[config.mk]
export PLATFORM = sky130hd
export DESIGN_NAME = instr_fetch_ctrl
export DESIGN_NICKNAME = d
export VERILOG_FILES = /design/src/rtl/rv_fetch_pkg.sv /design/src/rtl/fetch_buffer.sv /design/src/rtl/instr_fetch_ctrl.sv
export SDC_FILE = /design/constraint.sdc
export NUM_CORES = 1
export LEC_CHECK = 0
export BUFFER_PORTS_ARGS = -buffer_cell sky130_fd_sc_hd__buf_4
export CORE_MARGIN = 1.5
export CORE_UTILIZATION = 55
export DETAILED_ROUTE_END_ITERATION = 10
export MAX_ROUTING_LAYER = met4
export PLACE_DENSITY = 0.74
export SLEW_MARGIN = 25
export SYNTH_ARGS = -nofsm -noshare
export SYNTH_HDL_FRONTEND = slang
export SYNTH_HIERARCHICAL = 1
export SYNTH_SLANG_ARGS = --single-unit
[constraint.sdc]
create_clock -name clk -period 14.5 [get_ports clk]
set_clock_uncertainty 0.05 [all_clocks]
set_input_delay 1.45 -clock clk [delete_from_list [all_inputs] [get_ports clk]]
set_output_delay 1.45 -clock clk [all_outputs]
set_load 0.05 [all_outputs]
[src/rtl/rv_fetch_pkg.sv]
// Shared constants and types for the instruction fetch path.
package rv_fetch_pkg;

    localparam int XLEN = 32;

    // Canonical RISC-V NOP (addi x0, x0, 0).
    localparam logic [31:0] NOP = 32'h00000013;

    // Byte distance between consecutive 32-bit instructions.
    localparam int PC_INC = 4;

    typedef enum logic [1:0] {
        FETCH  = 2'd0,
        HALTED = 2'd1,
        ERROR  = 2'd2
    } fetch_state_t;

endpackage

[src/rtl/fetch_buffer.sv]
// Show-ahead synchronous FIFO holding {pc, instruction} pairs for decode.
// The head entry is kept in a dedicated output register so dout is always
// registered; flush wins over push and pop.
module fetch_buffer #(
    parameter int DEPTH = 2,
    parameter int WIDTH = 64
) (
    input  logic             clk,
    input  logic             rst_n,
    input  logic             flush,
    input  logic             push,
    input  logic             pop,
    input  logic [WIDTH-1:0] din,
    output logic             full,
    output logic             empty,
    output logic [WIDTH-1:0] dout
);

    localparam int PTR_W = (DEPTH > 1) ? $clog2(DEPTH) : 1;
    localparam int CNT_W = PTR_W + 1;

    logic [WIDTH-1:0] mem [DEPTH];
    logic [PTR_W-1:0] rd_ptr_reg;
    logic [PTR_W-1:0] wr_ptr_reg;
    logic [PTR_W-1:0] rd_ptr_inc;
    logic [CNT_W-1:0] count_reg;
    logic [WIDTH-1:0] dout_reg;
    logic             do_push;
    logic             do_pop;

    assign full       = (count_reg == CNT_W'(DEPTH));
    assign empty      = (count_reg == '0);
    assign rd_ptr_inc = rd_ptr_reg + 1'b1;
    assign dout       = dout_reg;

    // Qualified operations: a pop needs data, a push needs room (or a
    // simultaneous pop), and a flush suppresses both.
    assign do_pop  = pop && !empty && !flush;
    assign do_push = push && (!full || do_pop) && !flush;

    // Storage array write port.
    always_ff @(posedge clk) begin
        if (do_push) begin
            mem[wr_ptr_reg] <= din;
        end
    end

    // Pointer, occupancy and head-register maintenance.
    always_ff @(posedge clk) begin
        if (!rst_n) begin
            rd_ptr_reg <= '0;
            wr_ptr_reg <= '0;
            count_reg  <= '0;
            dout_reg   <= '0;
        end else if (flush) begin
            rd_ptr_reg <= '0;
            wr_ptr_reg <= '0;
            count_reg  <= '0;
        end else begin
            if (do_push) begin
                wr_ptr_reg <= wr_ptr_reg + 1'b1;
            end
            if (do_pop) begin
                rd_ptr_reg <= rd_ptr_inc;
            end
            case ({do_push, do_pop})
                2'b10:   count_reg <= count_reg + 1'b1;
                2'b01:   count_reg <= count_reg - 1'b1;
                default: count_reg <= count_reg;
            endcase
            // The head register tracks whatever entry sits at rd_ptr after
            // the edge: the next stored entry, or the incoming word when the
            // FIFO would otherwise be empty.
            if (do_pop) begin
                if (count_reg > CNT_W'(1)) begin
                    dout_reg <= mem[rd_ptr_inc];
                end else if (do_push) begin
                    dout_reg <= din;
                end
            end else if (empty && do_push) begin
                dout_reg <= din;
            end
        end
    end

endmodule

[src/rtl/instr_fetch_ctrl.sv]
// Instruction fetch sequencer: owns the PC, addresses the instruction memory,
// buffers fetched words with their PCs and hands them to decode.
module instr_fetch_ctrl
    import rv_fetch_pkg::*;
#(
    parameter int               XLEN      = rv_fetch_pkg::XLEN,
    parameter int               ADDR_W    = 5,
    parameter logic [XLEN-1:0]  RESET_PC  = '0,
    parameter int               BUF_DEPTH = 2
) (
    input  logic              clk,
    input  logic              rst_n,
    output logic [ADDR_W-1:0] imem_addr,
    input  logic [XLEN-1:0]   imem_data,
    input  logic              redirect_valid,
    input  logic [XLEN-1:0]   redirect_pc,
    input  logic              halt,
    output logic              inst_valid,
    input  logic              inst_ready,
    output logic [XLEN-1:0]   inst,
    output logic [XLEN-1:0]   inst_pc,
    output logic              misaligned_err
);

    fetch_state_t      state_reg;
    fetch_state_t      state_next;
    logic [XLEN-1:0]   pc_reg;
    logic [XLEN-1:0]   pc_next;
    logic              err_reg;
    logic              err_next;
    logic              buf_push;
    logic              buf_pop;
    logic              buf_flush;
    logic              buf_full;
    logic              buf_empty;
    logic [2*XLEN-1:0] buf_dout;
    logic              redirect_aligned;

    assign redirect_aligned = (redirect_pc[1:0] == 2'b00);

    // Memory is word addressed; upper PC bits simply wrap the address.
    assign imem_addr = pc_reg[ADDR_W+1:2];

    // ERROR hides whatever the buffer holds; a pop is a completed handshake.
    assign inst_valid = !buf_empty && (state_reg != ERROR);
    assign buf_pop    = inst_valid && inst_ready;

    assign inst_pc        = buf_dout[2*XLEN-1:XLEN];
    assign inst           = buf_dout[XLEN-1:0];
    assign misaligned_err = err_reg;

    // State, PC and error flag registers.
    always_ff @(posedge clk) begin
        if (!rst_n) begin
            state_reg <= FETCH;
            pc_reg    <= RESET_PC;
            err_reg   <= 1'b0;
        end else begin
            state_reg <= state_next;
            pc_reg    <= pc_next;
            err_reg   <= err_next;
        end
    end

    // Next-state, PC update and buffer control; redirects take priority.
    always_comb begin
        state_next = state_reg;
        pc_next    = pc_reg;
        err_next   = err_reg;
        buf_push   = 1'b0;
        buf_flush  = 1'b0;
        case (state_reg)
            FETCH, HALTED: begin
                if (redirect_valid && !redirect_aligned) begin
                    // Bad target: latch the error and stop for good.
                    state_next = ERROR;
                    err_next   = 1'b1;
                    buf_flush  = 1'b1;
                end else if (redirect_valid) begin
                    buf_flush  = 1'b1;
                    pc_next    = redirect_pc;
                    state_next = halt ? HALTED : FETCH;
                end else begin
                    state_next = halt ? HALTED : FETCH;
                    if ((state_reg == FETCH) && !halt && (!buf_full || buf_pop)) begin
                        buf_push = 1'b1;
                        pc_next  = pc_reg + XLEN'(PC_INC);
                    end
                end
            end
            ERROR: begin
                state_next = ERROR;
            end
            default: begin
                state_next = FETCH;
            end
        endcase
    end

    fetch_buffer #(
        .DEPTH (BUF_DEPTH),
        .WIDTH (2 * XLEN)
    ) u_fetch_buffer (
        .clk   (clk),
        .rst_n (rst_n),
        .flush (buf_flush),
        .push  (buf_push),
        .pop   (buf_pop),
        .din   ({pc_reg, imem_data}),
        .full  (buf_full),
        .empty (buf_empty),
        .dout  (buf_dout)
    );

endmodule

# [Word level (Yosys, flattened, before mapping)]
# Memories as Yosys holds them, arrays and structs flattened.
# Cells that the tools add are included.
[word_totals] regBits=103 ramBits=128 input_bits=69 out_inout_bits=71 wordCells=71 mem_count=1
[mem_list] name="u_fetch_buffer.mem" depth=2 width=64 read_ports=1 rd_clocked_by_memory_dff=0 wr=1 line_no="fetch_buffer.sv:22" source="logic [WIDTH-1:0] mem [DEPTH];"
[classes] addsub=5 n_lt_le_gt_ge=1 eq_ne=7 n_mux=19 n_bitwise=3 n_reduce_logical=28
[op_table] cell="64-bit two-way mux" n=4
[op_table] cell="32-bit two-way mux" n=2
[op_table] cell="32-bit by 3-bit adder with 32-bit output (second input constant)" n=1
[op_table] cell="1-bit logical AND" n=10
[op_table] cell="1-bit two-way mux" n=10
[op_table] cell="2-bit one-hot mux with 2 select lines" n=2
[op_table] cell="2-bit equality test (second input constant)" n=3
[op_table] cell="2-bit logical NOT" n=3
[op_table] cell="3-bit AND reduction" n=2
[op_table] cell="2-bit nonzero test" n=3
[op_table] cell="1-bit logical NOT" n=5
[op_table] cell="2-bit by 1-bit equality test with 1-bit output (second input constant)" n=2
[op_table] cell="2-bit OR reduction" n=2
[op_table] cell="3-bit by 2-bit inequality test with 1-bit output (second input constant)" n=1
[op_table] cell="1-bit inverter" n=3
[op_table] cell="1-bit adder (second input constant)" n=2
[op_table] cell="2-bit by 1-bit adder with 2-bit output (second input constant)" n=1
[op_table] cell="2-bit by 1-bit greater-than comparator with 1-bit output (second input constant)" n=1
[op_table] cell="1-bit logical OR" n=2
[op_table] cell="2-bit two-way mux" n=1
[op_table] cell="2-bit inequality test (second input constant)" n=1
[op_table] cell="2-bit AND reduction" n=1
[op_table] cell="2-bit by 1-bit subtractor with 2-bit output (second input constant)" n=1

# [Logic depth before layout (Yosys ltp)]
# Gate-level depths: netlist of run 1.
[logic_depth] depth_word=15 mapped_depth=14 depth_no_buf=13

# [By module]
# The synthesis of run 1 kept the hierarchy.
[by_module_without_submodules] module="fetch_buffer" n_inst=1 cells_each=449 area_per_inst_um2=7588.5 seq_area_each_um2=5205.0
[by_module_without_submodules] module="instr_fetch_ctrl" n_inst=1 cells_each=285 area_per_inst_um2=2264.7 seq_area_each_um2=700.7

# [Worst setup path before layout of run 1]
# OpenSTA, ideal clock, no wires.
[synth_timing] path_type="input -> register" start="input redirect_valid" end="memory u_fetch_buffer.mem[0][0] (enable)" setup_ns=0.486 t_arrival_ns=5.479 required_time_ns=13.964 setup_slack_ns=8.485 stages=9 path_buffers=3 cell_sequence="buf_2 > inv_1 > clkbuf_1 > clkbuf_1 > nor2_1 > nand2b_1 > a21oi_1 > inv_1 > nor2_1"
[synth_via] elab_chain_cells=10 elab_cells_between_ends=14 classes_between="mux (8); reduce/logical (6)"
[synth_rtl] item="from (decl)" line_no="instr_fetch_ctrl.sv:15" source="input logic redirect_valid,"
[synth_rtl] item="1-bit two-way mux or 1-bit logical AND (tied branches)" line_no="instr_fetch_ctrl.sv:79, instr_fetch_ctrl.sv:74"
[synth_rtl] item="1-bit two-way mux *" line_no="instr_fetch_ctrl.sv:74" source="if (redirect_valid && !redirect_aligned) begin"
[synth_rtl] item="1-bit two-way mux *" line_no="instr_fetch_ctrl.sv:72" source="case (state_reg)"
[synth_rtl] item="via buf_flush" line_no="instr_fetch_ctrl.sv:33" source="logic buf_flush;"
[synth_rtl] item="1-bit logical NOT *" line_no="fetch_buffer.sv:38, fetch_buffer.sv:39"
[synth_rtl] item="1-bit logical AND" line_no="fetch_buffer.sv:38" source="assign do_pop = pop && !empty && !flush;"
[synth_rtl] item="1-bit logical OR" line_no="fetch_buffer.sv:39" source="assign do_push = push && (!full || do_pop) && !flush;"
[synth_rtl] item="1-bit logical AND" line_no="fetch_buffer.sv:39"
[synth_rtl] item="1-bit logical AND *" line_no="fetch_buffer.sv:39"
[synth_rtl] item="1-bit two-way mux *" line_no="fetch_buffer.sv:43" source="if (do_push) begin"
[synth_rtl] item="1-bit two-way mux (implied by the code) *" line_no="fetch_buffer.sv:44" source="mem[wr_ptr_reg] <= din;"
[synth_rtl] item="to (decl)" line_no="fetch_buffer.sv:22"
# The timed path passes the listed nets; every way through them passes the cells marked *.

# [Worst setup path in the final report of run 1]
[layout_timing] start="input redirect_valid" end="register u_fetch_buffer.dout_reg[34], in the netlist u_fetch_buffer/dout[34]"
[layout_via] elab_chain_cells=11 elab_cells_between_ends=18 classes_between="eq/ne (1); mux (7); bitwise (1); reduce/logical (9)"
[layout_rtl] item="1-bit two-way mux or 1-bit logical AND (tied branches)" line_no="instr_fetch_ctrl.sv:79, instr_fetch_ctrl.sv:74"
[layout_rtl] item="1-bit two-way mux *" line_no="instr_fetch_ctrl.sv:74"
[layout_rtl] item="1-bit two-way mux *" line_no="instr_fetch_ctrl.sv:72"
[layout_rtl] item="via buf_flush" line_no="instr_fetch_ctrl.sv:33"
[layout_rtl] item="1-bit logical NOT" line_no="fetch_buffer.sv:38, fetch_buffer.sv:39"
[layout_rtl] item="1-bit logical AND" line_no="fetch_buffer.sv:38"
[layout_rtl] item="1-bit logical OR" line_no="fetch_buffer.sv:39"
[layout_rtl] item="1-bit logical AND (2 in series)" line_no="fetch_buffer.sv:39"
[layout_rtl] item="1-bit logical AND" line_no="fetch_buffer.sv:80" source="end else if (empty && do_push) begin"
[layout_rtl] item="2-bit nonzero test (no source line)"
[layout_rtl] item="3-bit AND reduction (no source line)"
[layout_rtl] item="to (signal assigned)" line_no="fetch_buffer.sv:76" source="dout_reg <= mem[rd_ptr_inc];"
[layout_rtl] item="to (signal assigned)" line_no="fetch_buffer.sv:78" source="dout_reg <= din;"
[layout_rtl] item="to (signal assigned)" line_no="fetch_buffer.sv:81" source="dout_reg <= din;"
[layout_rtl] item="to (decl)" line_no="fetch_buffer.sv:27" source="logic [WIDTH-1:0] dout_reg;"
# Marked as above.
# A chain may end at the register's enable or synchronous reset.

==> key figures, run 1 <==
Run status
  – Run status: complete, no violations

Clock network
  – Setup Fix Bufs, Post-CTS: 0
  – Clock root buffer: clkbuf_16
  – CTS tree: built
  – Post-CTS Hold Buffers: 0
  – CTS max path bufs: 3
  – Worst-path clk slew: 0.06 ns
  – CTS Buf Count: 24
  – CTS H-Tree Depth: 1
  – Post-CTS sizing: 0
  – Worst skew pair latency: 0.50 ns
  – Clock Sinks: around 230

Final layout
  – Largest register FFs: 128
  – Most frequent cells in the layout: buf_4 (145), edfxtp_1 (128), dfxtp_1 (102)
  – Fill cells: 1,276
  – Most common cell after layout, fill and taps aside: buf_4
  – Nets: 930
  – Layout area overhead: 18.8%
  – Ant diodes: 0
  – Share of cells above drive strength 1: 31.0%

Synth
  – Number of synthesized flops with an enable pin: 128
  – Synth Area per Inst: around 13 µm²
  – Post-synth cell types: 69
  – Synth Instances: 734
  – Synth Cell Area: 0.00985 mm²
  – Top FF cell, synth: edfxtp_1
  – Yosys warns: 6
  – Fraction of registers with async set/reset: 0%
  – Synthesized Nets: 809
  – Flops & latches, synth: roughly 230
  – Seq/Total Area, Yosys: 59.9%

Critical path
  – Reg2reg path depth: 13
  – Crit. End Element: flip-flop
  – R2r endpoint: u_fetch_buffer/dout[50]
  – Critical path class: in -> reg
  – Worst reg2reg setup slack: 11.32 ns
  – CP Max Fanout: between 50 and 60
  – Required time of the worst setup path: 14.81 ns
  – CP Launch Type: input pin
  – Critical Path AT: about 4.4 ns
  – CP Launch Point: redirect_valid
  – Reg2reg start: u_fetch_buffer/count_reg[0]

STA
  – Worst-Margin Slew: around 0.96 ns
  – Fmax: 244 MHz
  – # setup viols final: 0
  – Hold slack final: 0.411 ns
  – TNS Setup: 0 ns
  – Final Cycle Share: 28.2%
  – RSZ-0062 raised after global routing: no
  – Final Hold Viols: 0
  – Max-slew violations: 0
  – Min Tclk post-route: ~4.1 ns
  – Slew headroom: 35.8%

Placement
  – I/O Buffers: 139
  – Post-DP HPWL: 13,600 µm
  – Gp weighted congestion: 0.892

Pwr
  – Combinational power share: 6.8%
  – LEAKAGE: about 0.0046 µW
  – Internal power: 1120 µW
  – Switching pwr: 322 µW
  – Sw Ratio: between 20% and 30%
  – Power Dens Cells: 124 mW/mm²
  – Sequential power share: 50.1%
  – Worst vdd ir: 0.0895 mV
  – Clk pwr share: a little over two fifths

Worst hold path
  – Worst hold stages: 1
  – Hold endpoint: u_fetch_buffer/dout[26]
  – Worst hold start: u_fetch_buffer/dout[26]
  – Hold WC Path Type: reg -> reg

GRT
  – Total track usage: 24.3%
  – Vias in the first global route: 6,619
  – Overflow after GRT: 0
  – Largest net degree at the start of global routing: between 60 and 70
  – Global-route wire length before repair: 34,700 µm
  – Initial antenna violation count: 0

Route
  – Drt via density: just over 6
  – Router iterations before antenna repair: 5
  – Residual DRC: 0
  – First-iteration detailed-routing DRC count: 495
  – Via count: 6,655
  – Drt wl/cell: 20.1 µm
  – Final wirelength: about 22,000 µm
  – Remaining antenna violation count: 0

Floorplan
  – Number of placed I/O pins: 140
  – Die W: 137 µm
  – Die H: 137 µm
  – # rows: between 40 and 50
  – Initial core utilization: 56.6%
  – Core area: between 0.015 and 0.02 mm²
  – Die area: 0.0187 mm²

Flow run
  – Number of max-cap violations: 0
==> metrics by stage <==
| step | area (µm²) | utilization (%) | instances | worst slack, ns | total power [µW] |
|---|---|---|---|---|---|
| global placement | 10900 | 62.5 | 1054 | 10.10 | 833 |
| detailed placement | 10900 | 62.5 | 1054 | 9.95 | 837 |
| global route | 11700 | 67.2 | 1098 | 10.17 | 1490 |
| floorplan | 9850 | - | 734 | 8.49 | 796 |
| CTS | 11700 | 67.2 | 1098 | 10.46 | 1460 |
| finish | 11700 | 67.2 | 1098 | 10.41 | 1450 |
==> power groups by stage <==
stage               registers [µW]  logic, µW  clock network (µW)
floorplan                      746       49.9                   0
global placement               737       95.5                   0
detailed placement             739       98.3                   0
CTS                            725       98.3                 634
global route                   727        106                 659
finish                         725       98.6                 622
==> worst max-delay path by stage <==
stage / end / slack, ns
after CTS: u_fetch_buffer/dout[37] / 10.46
after floorplan: u_fetch_buffer/mem[0][0] / 8.49
after global placement: u_fetch_buffer/dout[59] / 10.10
after detailed placement: u_fetch_buffer/dout[50] / 9.95
final: u_fetch_buffer/dout[34] / 10.41
after global routing: u_fetch_buffer/dout[34] / 10.17
==> layout make-up <==
type	count	area [µm²]	share of cell area [%]
multi-input combinational	444	3580	30.6
clock buffer	30	664	5.68
clock inverter	14	146	1.25
tap	225	282	2.41
sequential	231	5910	50.5
inverter	9	38.8	0.331
timing repair buffer	145	1090	9.30
==> critical path, cell delays in order <==
cell,delay [ns]
buf_4,0.41
inv_1,0.46
nor2_1,0.35
nand2b_1,0.18
a21oi_1,0.09
inv_1,0.16
ha_1,0.21
a21oi_1,0.09
nand2_2,0.19
buf_4,0.59
o2bb2ai_1,0.14
==> kinds of logic (layout without fill, tap and decap cells) <==
family,Yosys count,after routing,share of synthesized area [%]
buffers and inverters,59,198,4.00
AO/OA/AOI/OAI,168,168,13.1
adder cells (fa/ha/maj),6,6,0.762
flip-flops,231,231,59.9
multiplexers,130,130,14.0
AND/OR/NAND/NOR,137,137,7.92
XOR/XNOR,3,3,0.267
==> cell usage after synthesis (5+ instances only) <==
library cell | n | area share [%]
edfxtp_1 | 128 | 39
dfxtp_1 | 103 | 21
mux2i_1 | 66 | 6.7
mux2_2 | 64 | 7.3
o2bb2ai_1 | 64 | 5.7
nor2_1 | 43 | 1.6
nand2_1 | 28 | 1.1
a21oi_1 | 24 | 1.2
o21ai_0 | 24 | 1.2
buf_2 | 20 | 1.0
clkbuf_1 | 13 | 0.50
and3_1 | 12 | 0.76
a311oi_1 | 10 | 0.89
nand3_1 | 10 | 0.51
a211oi_1 | 9 | 0.69
nor3_1 | 8 | 0.41
inv_1 | 7 | 0.27
buf_12 | 6 | 1.2
ha_1 | 6 | 0.76
nand4_1 | 6 | 0.38
buf_4 | 5 | 0.38
o221ai_1 | 5 | 0.44
==> per-layer routing <==
metal | wire length (µm) | track usage, % | up-vias
li1 | - | - | 3089
met1 | 9960 | 33.4 | 3260
met2 | 10400 | 38.8 | 267
met3 | 1370 | 3.04 | 39
met4 | 333 | 5.56 | 0
met5 | 0 | - | -
Power figures use the tool's default switching activity.
==> run 2: changes to the inputs <==
--- a/config.mk
+++ b/config.mk
@@ -7,10 +7,10 @@
 export LEC_CHECK = 0
 export BUFFER_PORTS_ARGS = -buffer_cell sky130_fd_sc_hd__buf_4
 export CORE_MARGIN = 1.5
-export CORE_UTILIZATION = 55
+export CORE_UTILIZATION = 52
 export DETAILED_ROUTE_END_ITERATION = 10
 export MAX_ROUTING_LAYER = met4
-export PLACE_DENSITY = 0.74
+export PLACE_DENSITY = 0.73
 export SLEW_MARGIN = 25
 export SYNTH_ARGS = -nofsm -noshare
 export SYNTH_HDL_FRONTEND = slang
==> constraint.sdc (replaced) <==
create_clock -name clk -period 3.75 [get_ports clk]
set_clock_uncertainty 0.05 [all_clocks]
set_input_delay 0.375 -clock clk [delete_from_list [all_inputs] [get_ports clk]]
set_output_delay 0.375 -clock clk [all_outputs]
set_load 0.05 [all_outputs]
==> run 2 against run 1 <==
Combinational power rose to 4.2 times the previous value. Register-to-register slack worse by 11 ns. Sequential power rose to 3.9 times the previous value. Core utilization down 2.3 points. Non-clock buffer count up 34. Sequential share of layout area down 1.7 points. Via count up 3.2%. Die area up 5.6%.
==> key figures, run 2 (same netlist as run 1, synthesis figures left out) <==
Pwr
  – Combinational power share: 7.3% (+0.5 points)
  – Worst vdd ir: 0.416 mV (+370%)
  – Clk pwr share: 43.2% (+0.2 points)
  – Switching pwr: 1290 µW (+300%)
  – LEAKAGE: 0.00477 µW (+3.6%)
  – Sequential power share: 49.4% (-0.7 points)
  – Power Dens Cells: 468 mW/mm² (+280%)
  – Sw Ratio: 22.8% (+0.52 points)
  – Internal power: 4370 µW (+290%)

Placement
  – I/O Buffers: 139 (unchanged)
  – Post-DP HPWL: 13,700 µm (+0.40%)
  – Gp weighted congestion: 0.921 (+3.2%)

Worst hold path
  – Hold endpoint: pc_reg[2]
  – Worst hold stages: 3 (+2)
  – Hold WC Path Type: in -> reg
  – Worst hold start: redirect_pc[2]

Final layout
  – Most common cell after layout, fill and taps aside: buf_4
  – Ant diodes: 0 (unchanged)
  – Largest register FFs: 128 (unchanged)
  – Nets: 964 (+3.7%)
  – Finished Core Util: 64.9% (-2.3 points)
  – Fill cells: 1,364 (+6.9%)
  – Most frequent cells in the layout: buf_4 (144), edfxtp_1 (128), dfxtp_1 (102)
  – Layout area overhead: 22.8%
  – Share of cells above drive strength 1: 30.3% (-0.72 points)

STA
  – RSZ-0062 raised after global routing: no
  – Worst-Margin Slew: 1.04 ns (+0.0778 ns)
  – Hold slack final: 0.0821 ns (-0.329 ns)
  – Final Cycle Share: 84.3%
  – Fmax: 316 MHz
  – Final Hold Viols: 0 (unchanged)
  – # setup viols final: 0 (unchanged)
  – TNS Setup: 0 ns (unchanged)
  – Slew headroom: 30.6% (-5.2 points)
  – Min Tclk post-route: 3.16 ns
  – Max-slew violations: 0 (unchanged)

Clock network
  – Clock root buffer: clkbuf_16
  – Worst-path clk slew: 0.06 ns (about the same)
  – CTS max path bufs: 3 (unchanged)
  – CTS Buf Count: 24 (unchanged)
  – Worst skew pair latency: 0.52 ns (+0.02 ns)
  – CTS tree: built
  – CTS H-Tree Depth: 1 (unchanged)
  – Clock Sinks: 231 (unchanged)

Critical path
  – CP Max Fanout: 64 (+10%)
  – Stages on worst setup path: 13 (+2)
  – Critical path, cell by cell: inv_1, ha_1, nor2b_1, o21ai_4, clkinv_4, nand2b_1, a21oi_1, inv_1, ha_1, a21oi_1, a21boi_4, buf_4, o2bb2ai_1
  – Crit. End Element: flip-flop
  – WP buf/inv: 4 (unchanged)
  – R2r endpoint: u_fetch_buffer/dout[54]
  – Critical path class: reg -> reg
  – Worst reg2reg setup slack: 0.59 ns (-10.73 ns)
  – Required time of the worst setup path: 4.14 ns (-10.67 ns)
  – Reg2reg start: u_fetch_buffer/count_reg[1]
  – Critical-path top delay cell: buf_4
  – Delay-heaviest family, CP: buffers and inverters
  – Critical Path AT: 3.55 ns (-0.85 ns)
  – CP Launch Type: flip-flop
  – Max incr delay on CP: 0.61 ns (+0.02 ns)
  – Reg2reg path depth: 13 (unchanged)

Route
  – First-iteration detailed-routing DRC count: 702 (+42%)
  – Drt via density: 6.02 (-0.73%)
  – Final wirelength: 22,900 µm (+4.0%)
  – Residual DRC: 0 (unchanged)
  – Remaining antenna violation count: 0 (unchanged)
  – Via count: 6,865 (+3.2%)
  – Drt wl/cell: 20.1 µm (about the same)
  – Router iterations before antenna repair: 7 (+2)

GRT
  – Overflow after GRT: 0 (unchanged)
  – Global-route wire length before repair: 36,100 µm (+4.1%)
  – Initial antenna violation count: 0 (unchanged)
  – Largest net degree at the start of global routing: 65 (unchanged)
  – Vias in the first global route: 6,847 (+3.4%)
  – Total track usage: 23.6% (-0.71 points)

Floorplan
  – Core area: 0.0186 mm² (+7.0%)
  – Die H: 141 µm (+2.8%)
  – Initial core utilization: 52.9% (-3.7 points)
  – # rows: 50 (+4.2%)
  – Die W: 141 µm (+2.8%)
  – Number of placed I/O pins: 140 (unchanged)
  – Die area: 0.0198 mm² (+5.6%)

Run status
  – Run status: complete, no violations

Flow run
  – Number of max-cap violations: 0 (unchanged)
run 2: worst reg2reg max path: stages, from the launching register on:
cell and delay (ns):
dfxtp_1 0.33, inv_1 0.11, ha_1 0.22, nor2b_1 0.08
o21ai_4 0.30, clkinv_4 0.18, nand2b_1 0.13, a21oi_1 0.08
inv_1 0.18, ha_1 0.23, a21oi_1 0.12, a21boi_4 0.16
buf_4 0.61, o2bb2ai_1 0.30
run 2: metrics by stage:
| step | cells | power [µW] | cell area (µm²) | setup slack (ns) |
|---|---|---|---|---|
| 2_1_floorplan | 734 | 3080 | 9860 | 0.313 |
| 5_1_grt | 1141 | 5840 | 12100 | 0.455 |
| 3_5_place_dp | 1065 | 3240 | 11000 | 0.644 |
| 4_1_cts | 1141 | 5700 | 12100 | 0.663 |
| 3_3_place_gp | 1065 | 3220 | 11000 | 0.795 |
| 6_report | 1141 | 5660 | 12100 | 0.589 |
run 2: routing by layer:
metal	wire length, µm	up-vias	share of wire [%]	GRT usage (%)
li1	-	3164	-	-
met1	10000	3359	44	31.5
met2	10800	304	47	37.5
met3	1540	38	6.7	3.26
met4	524	0	2.3	7.57
met5	0	-	0	-
run 2: worst max path at each step:
stage                                     endpoint  slack (ns)                   startpoint
after floorplan           u_fetch_buffer/mem[0][0]        0.31  u_fetch_buffer/count_reg[0]
after global placement     u_fetch_buffer/dout[52]        0.79               redirect_valid
after detailed placement   u_fetch_buffer/dout[18]        0.64               redirect_valid
after CTS                  u_fetch_buffer/dout[18]        0.66  u_fetch_buffer/count_reg[1]
after global routing       u_fetch_buffer/dout[33]        0.46  u_fetch_buffer/count_reg[1]
final                      u_fetch_buffer/dout[54]        0.59  u_fetch_buffer/count_reg[1]
run 2: layout make-up:
| type | count | area, µm² | area share [%] |
|---|---|---|---|
| sequential | 231 | 5910 | 48.8 |
| multi-input combinational | 444 | 3580 | 29.5 |
| timing repair buffer | 179 | 1460 | 12.1 |
| clock buffer | 35 | 713 | 5.89 |
| tap | 234 | 293 | 2.42 |
| clock inverter | 9 | 114 | 0.941 |
| inverter | 9 | 38.8 | 0.320 |
run 2: power groups by stage:
stage / clock network [µW] / logic (µW) / registers, µW
after floorplan: 0 / 194 / 2880
after global placement: 0 / 373 / 2850
after detailed placement: 0 / 386 / 2850
after CTS: 2480 / 414 / 2800
after global routing: 2580 / 445 / 2810
final: 2450 / 416 / 2800
run 2: repair_timing:
action	in CTS	in global routing
gates resized for setup	0	0
setup buffers	0	0
endpoints found under the hold margin	64	0
hold buffers	32	0
==> run 3: changes to the inputs <==
--- a/config.mk
+++ b/config.mk
@@ -5,9 +5,10 @@
 export SDC_FILE = /design/constraint.sdc
 export NUM_CORES = 1
 export LEC_CHECK = 0
+export ABC_AREA = 1
 export BUFFER_PORTS_ARGS = -buffer_cell sky130_fd_sc_hd__buf_4
 export CORE_MARGIN = 1.5
-export CORE_UTILIZATION = 52
+export CORE_UTILIZATION = 55
 export DETAILED_ROUTE_END_ITERATION = 10
 export MAX_ROUTING_LAYER = met4
 export PLACE_DENSITY = 0.73
==> constraint.sdc (replaced) <==
create_clock -name clk -period 3.1 [get_ports clk]
set_clock_uncertainty 0.05 [all_clocks]
set_input_delay 0.31 -clock clk [delete_from_list [all_inputs] [get_ports clk]]
set_output_delay 0.31 -clock clk [all_outputs]
set_load 0.05 [all_outputs]
==> run 3 against run 2 <==
Total power increased by 32%. Cell count grew 64%. Final area grew 10%. Worst hold slack got worse by 0.062 ns. Critical endpoint is now u_fetch_buffer/dout[14]. Non-clock buffer count increased by 5. Maximum frequency rose by 26%. Die area is 5.7% higher. Combinational power grew 120%.
==> key figures, run 3 <==
Route
  – Drt wl/cell: 13.2 µm (-34%)
  – Final wirelength: 24,700 µm (+8.1%)
  – Router iterations before antenna repair: 5 (-2)
  – First-iteration detailed-routing DRC count: 667 (-5.0%)
  – Drt via density: 4.84 (-19%)
  – Via count: 9,073 (+32%)
  – Remaining antenna violation count: 0 (unchanged)
  – Residual DRC: 0 (unchanged)

Final layout
  – Ant diodes: 0 (unchanged)
  – Share of cells above drive strength 1: 14.0% (-16 points)
  – Most common cell after layout, fill and taps aside: nand2_1
  – Largest register FFs: 128 (unchanged)
  – Most frequent cells in the layout: nand2_1 (668), nor2_1 (226), buf_4 (145)
  – Finished Cell Area: 0.0133 mm² (+10%)
  – Layout area overhead: 20.8%
  – Nets: 1,665 (+73%)
  – Finished Core Util: 68.0% (+3.1 points)

Synth
  – Flops & latches, synth: 231 (unchanged)
  – Synthesized Nets: 1,522 (+88%)
  – Leading post-synthesis cells by cell area: edfxtp_1 (35%), nand2_1 (23%), dfxtp_1 (19%)
  – Synth Area per Inst: 7.62 µm² (-43%)
  – Synth Cell Area: 0.0110 mm² (+12%)
  – Synth cell count leaders: nand2_1 (669), nor2_1 (228), edfxtp_1 (128)
  – Number of synthesized flops with an enable pin: 128 (unchanged)
  – Post-synth cell types: 33 (-52%)
  – Yosys top cell area share: 34.8% (-4.2 points)
  – Synth Instances: 1,447 (+97%)
  – Top FF cell, synth: edfxtp_1
  – Fraction of registers with async set/reset: 0% (unchanged)
  – Seq/Total Area, Yosys: 53.5% (-6.4 points)
  – Most frequent cell after synthesis: nand2_1
  – Synth area leader: edfxtp_1
  – Yosys warns: 6 (unchanged)

STA
  – Worst-Margin Slew: 0.806 ns (-0.234 ns)
  – Fmax: 398 MHz (+26%)
  – # setup viols final: 0 (unchanged)
  – Min Tclk post-route: 2.51 ns (-0.647 ns)
  – Slew headroom: 46.3% (+16 points)
  – Final Cycle Share: 81.1% (-3.2 points)
  – Final Hold Viols: 0 (unchanged)
  – Max-slew violations: 0 (unchanged)
  – RSZ-0062 raised after global routing: no
  – Hold slack final: 0.0205 ns (-0.0616 ns)

Placement
  – Gp weighted congestion: 0.819 (-11%)
  – Post-DP HPWL: 15,200 µm (+11%)
  – Cell Area, Placed: 0.0122 mm² (+11%)
  – I/O Buffers: 139 (unchanged)

Critical path
  – Critical Path AT: 2.90 ns (-0.65 ns)
  – CP Launch Type: flip-flop
  – Max incr delay on CP: 0.38 ns (-0.23 ns)
  – CP Max Fanout: 51 (-20%)
  – Critical path's most frequent cell: nand2_1
  – Critical path class: reg -> reg
  – Critical-path top delay cell: dfxtp_1
  – Worst reg2reg setup slack: 0.59 ns (about the same)
  – Required time of the worst setup path: 3.49 ns (-0.65 ns)
  – Critical path, cell by cell: inv_1, ha_1, inv_1, nand3_1, inv_1, nand3_4, nand2_1, nand3_1, ha_1, nand2_1, nand2_4, buf_12, nand2_1, nand2_1, nor2_1
  – Crit. End Element: flip-flop

Run status
  – Run status: complete, no violations

Floorplan
  – Die area: 0.0209 mm² (+5.7%)
  – Initial core utilization: 56.3% (+3.5 points)
  – Number of placed I/O pins: 140 (unchanged)
  – Core area: 0.0196 mm² (+5.1%)
  – # rows: 51 (+2.0%)
  – Die W: 145 µm (+2.8%)
  – Die H: 145 µm (+2.8%)

GRT
  – Overflow after GRT: 0 (unchanged)
  – Initial antenna violation count: 0 (unchanged)
  – Global-route wire length before repair: 39,700 µm (+9.9%)
  – Total track usage: 24.6% (+1.0 points)
  – Largest net degree at the start of global routing: 69 (+6.2%)
  – Vias in the first global route: 8,182 (+19%)

Clock network
  – Post-CTS Hold Buffers: 32 (unchanged)
  – Clock root buffer: clkbuf_16
  – CTS tree: built
  – CTS Buf Count: 24 (unchanged)
  – CTS H-Tree Depth: 1 (unchanged)
  – Clock Sinks: 231 (unchanged)
  – Post-CTS sizing: 0 (unchanged)
  – Setup Fix Bufs, Post-CTS: 0 (unchanged)
  – Worst skew pair latency: 0.51 ns (about the same)
  – Worst-path clk slew: 0.06 ns (about the same)
  – CTS max path bufs: 3 (unchanged)

Flow run
  – Number of max-cap violations: 0 (unchanged)

Pwr
  – LEAKAGE: 0.00612 µW (+28%)
  – Power Dens Cells: 560 mW/mm² (+20%)
  – Total power: 7460 µW (+32%)
  – Worst vdd ir: 0.345 mV (-17%)

Worst hold path
  – Hold WC Path Type: in -> reg
[run 3: changes by cell type in the layout (fill, tap and decap cells not counted), moves of 9 or more]
cell and delta:
a211oi_1 -9, nand2_1 +641, and3_1 -11, nor2_1 +184
a311oi_1 -10, o2bb2ai_1 -64, mux2i_1 -66, nand3_1 +22
inv_1 +102, mux2_2 -64
[run 3: critical path, delay by kind of cell (launching register included)]
family,cells,cell delay (ns)
flops,1,0.38
buf+inv,4,0.55
fa+ha+maj,2,0.48
simple gates,9,0.95
[run 3: metal layers]
layer  GRT usage [%]  wire length, µm
met2            39.9            11500
met5               -                0
met4            6.17              405
met3            2.91             1390
met1            33.2            11500
[run 3: cell families (layout without fill, tap and decap cells)]
| family | count (synthesis) | count (layout) | synth area share, % |
|---|---|---|---|
| and+or+nand+nor | 960 | 960 | 34.3 |
| DFF | 231 | 231 | 53.5 |
| buffers and inverters | 185 | 346 | 8.23 |
| AOI/OAI and AO/OA | 62 | 62 | 2.98 |
| adders and majority gates | 6 | 6 | 0.680 |
| xor gates and xnor gates | 3 | 3 | 0.238 |
[run 3: metrics by stage]
| stage | worst slack, ns | cells | TNS [ns] |
|---|---|---|---|
| 2_1_floorplan | -0.320 | 1447 | -39.98 |
| 3_3_place_gp | 0.696 | 1797 | 0 |
| 3_5_place_dp | 0.629 | 1797 | 0 |
| 4_1_cts | 0.576 | 1873 | 0 |
| 5_1_grt | 0.369 | 1873 | 0 |
| 6_report | 0.585 | 1873 | 0 |
[run 3: final cells by class]
cell class | count | area [µm²]
timing repair buffer | 184 | 1550
tap | 265 | 332
multi-input combinational | 1031 | 4240
clock inverter | 8 | 144
inverter | 118 | 445
clock buffer | 36 | 707
sequential | 231 | 5910
fill | 1625 | 6260
[run 3: path summary, 6_finish.rpt]
kind | endpoint | cells past startpoint | from
worst max-delay path | u_fetch_buffer/dout[14] | 15 | u_fetch_buffer/count_reg[0]
worst min-delay path | state_reg[0] | 2 | halt
worst max register to register | u_fetch_buffer/dout[14] | 15 | u_fetch_buffer/count_reg[0]
worst min register to register | pc_reg[0] | 2 | pc_reg[0]
[run 3: power breakdown]
part           switching [µW]  leakage [µW]  internal, µW
Sequential                115       0.00200          3370
Combinational             596       0.00370           316
Clock                    1150      0.000407          1910
Total                    1860       0.00612          5600
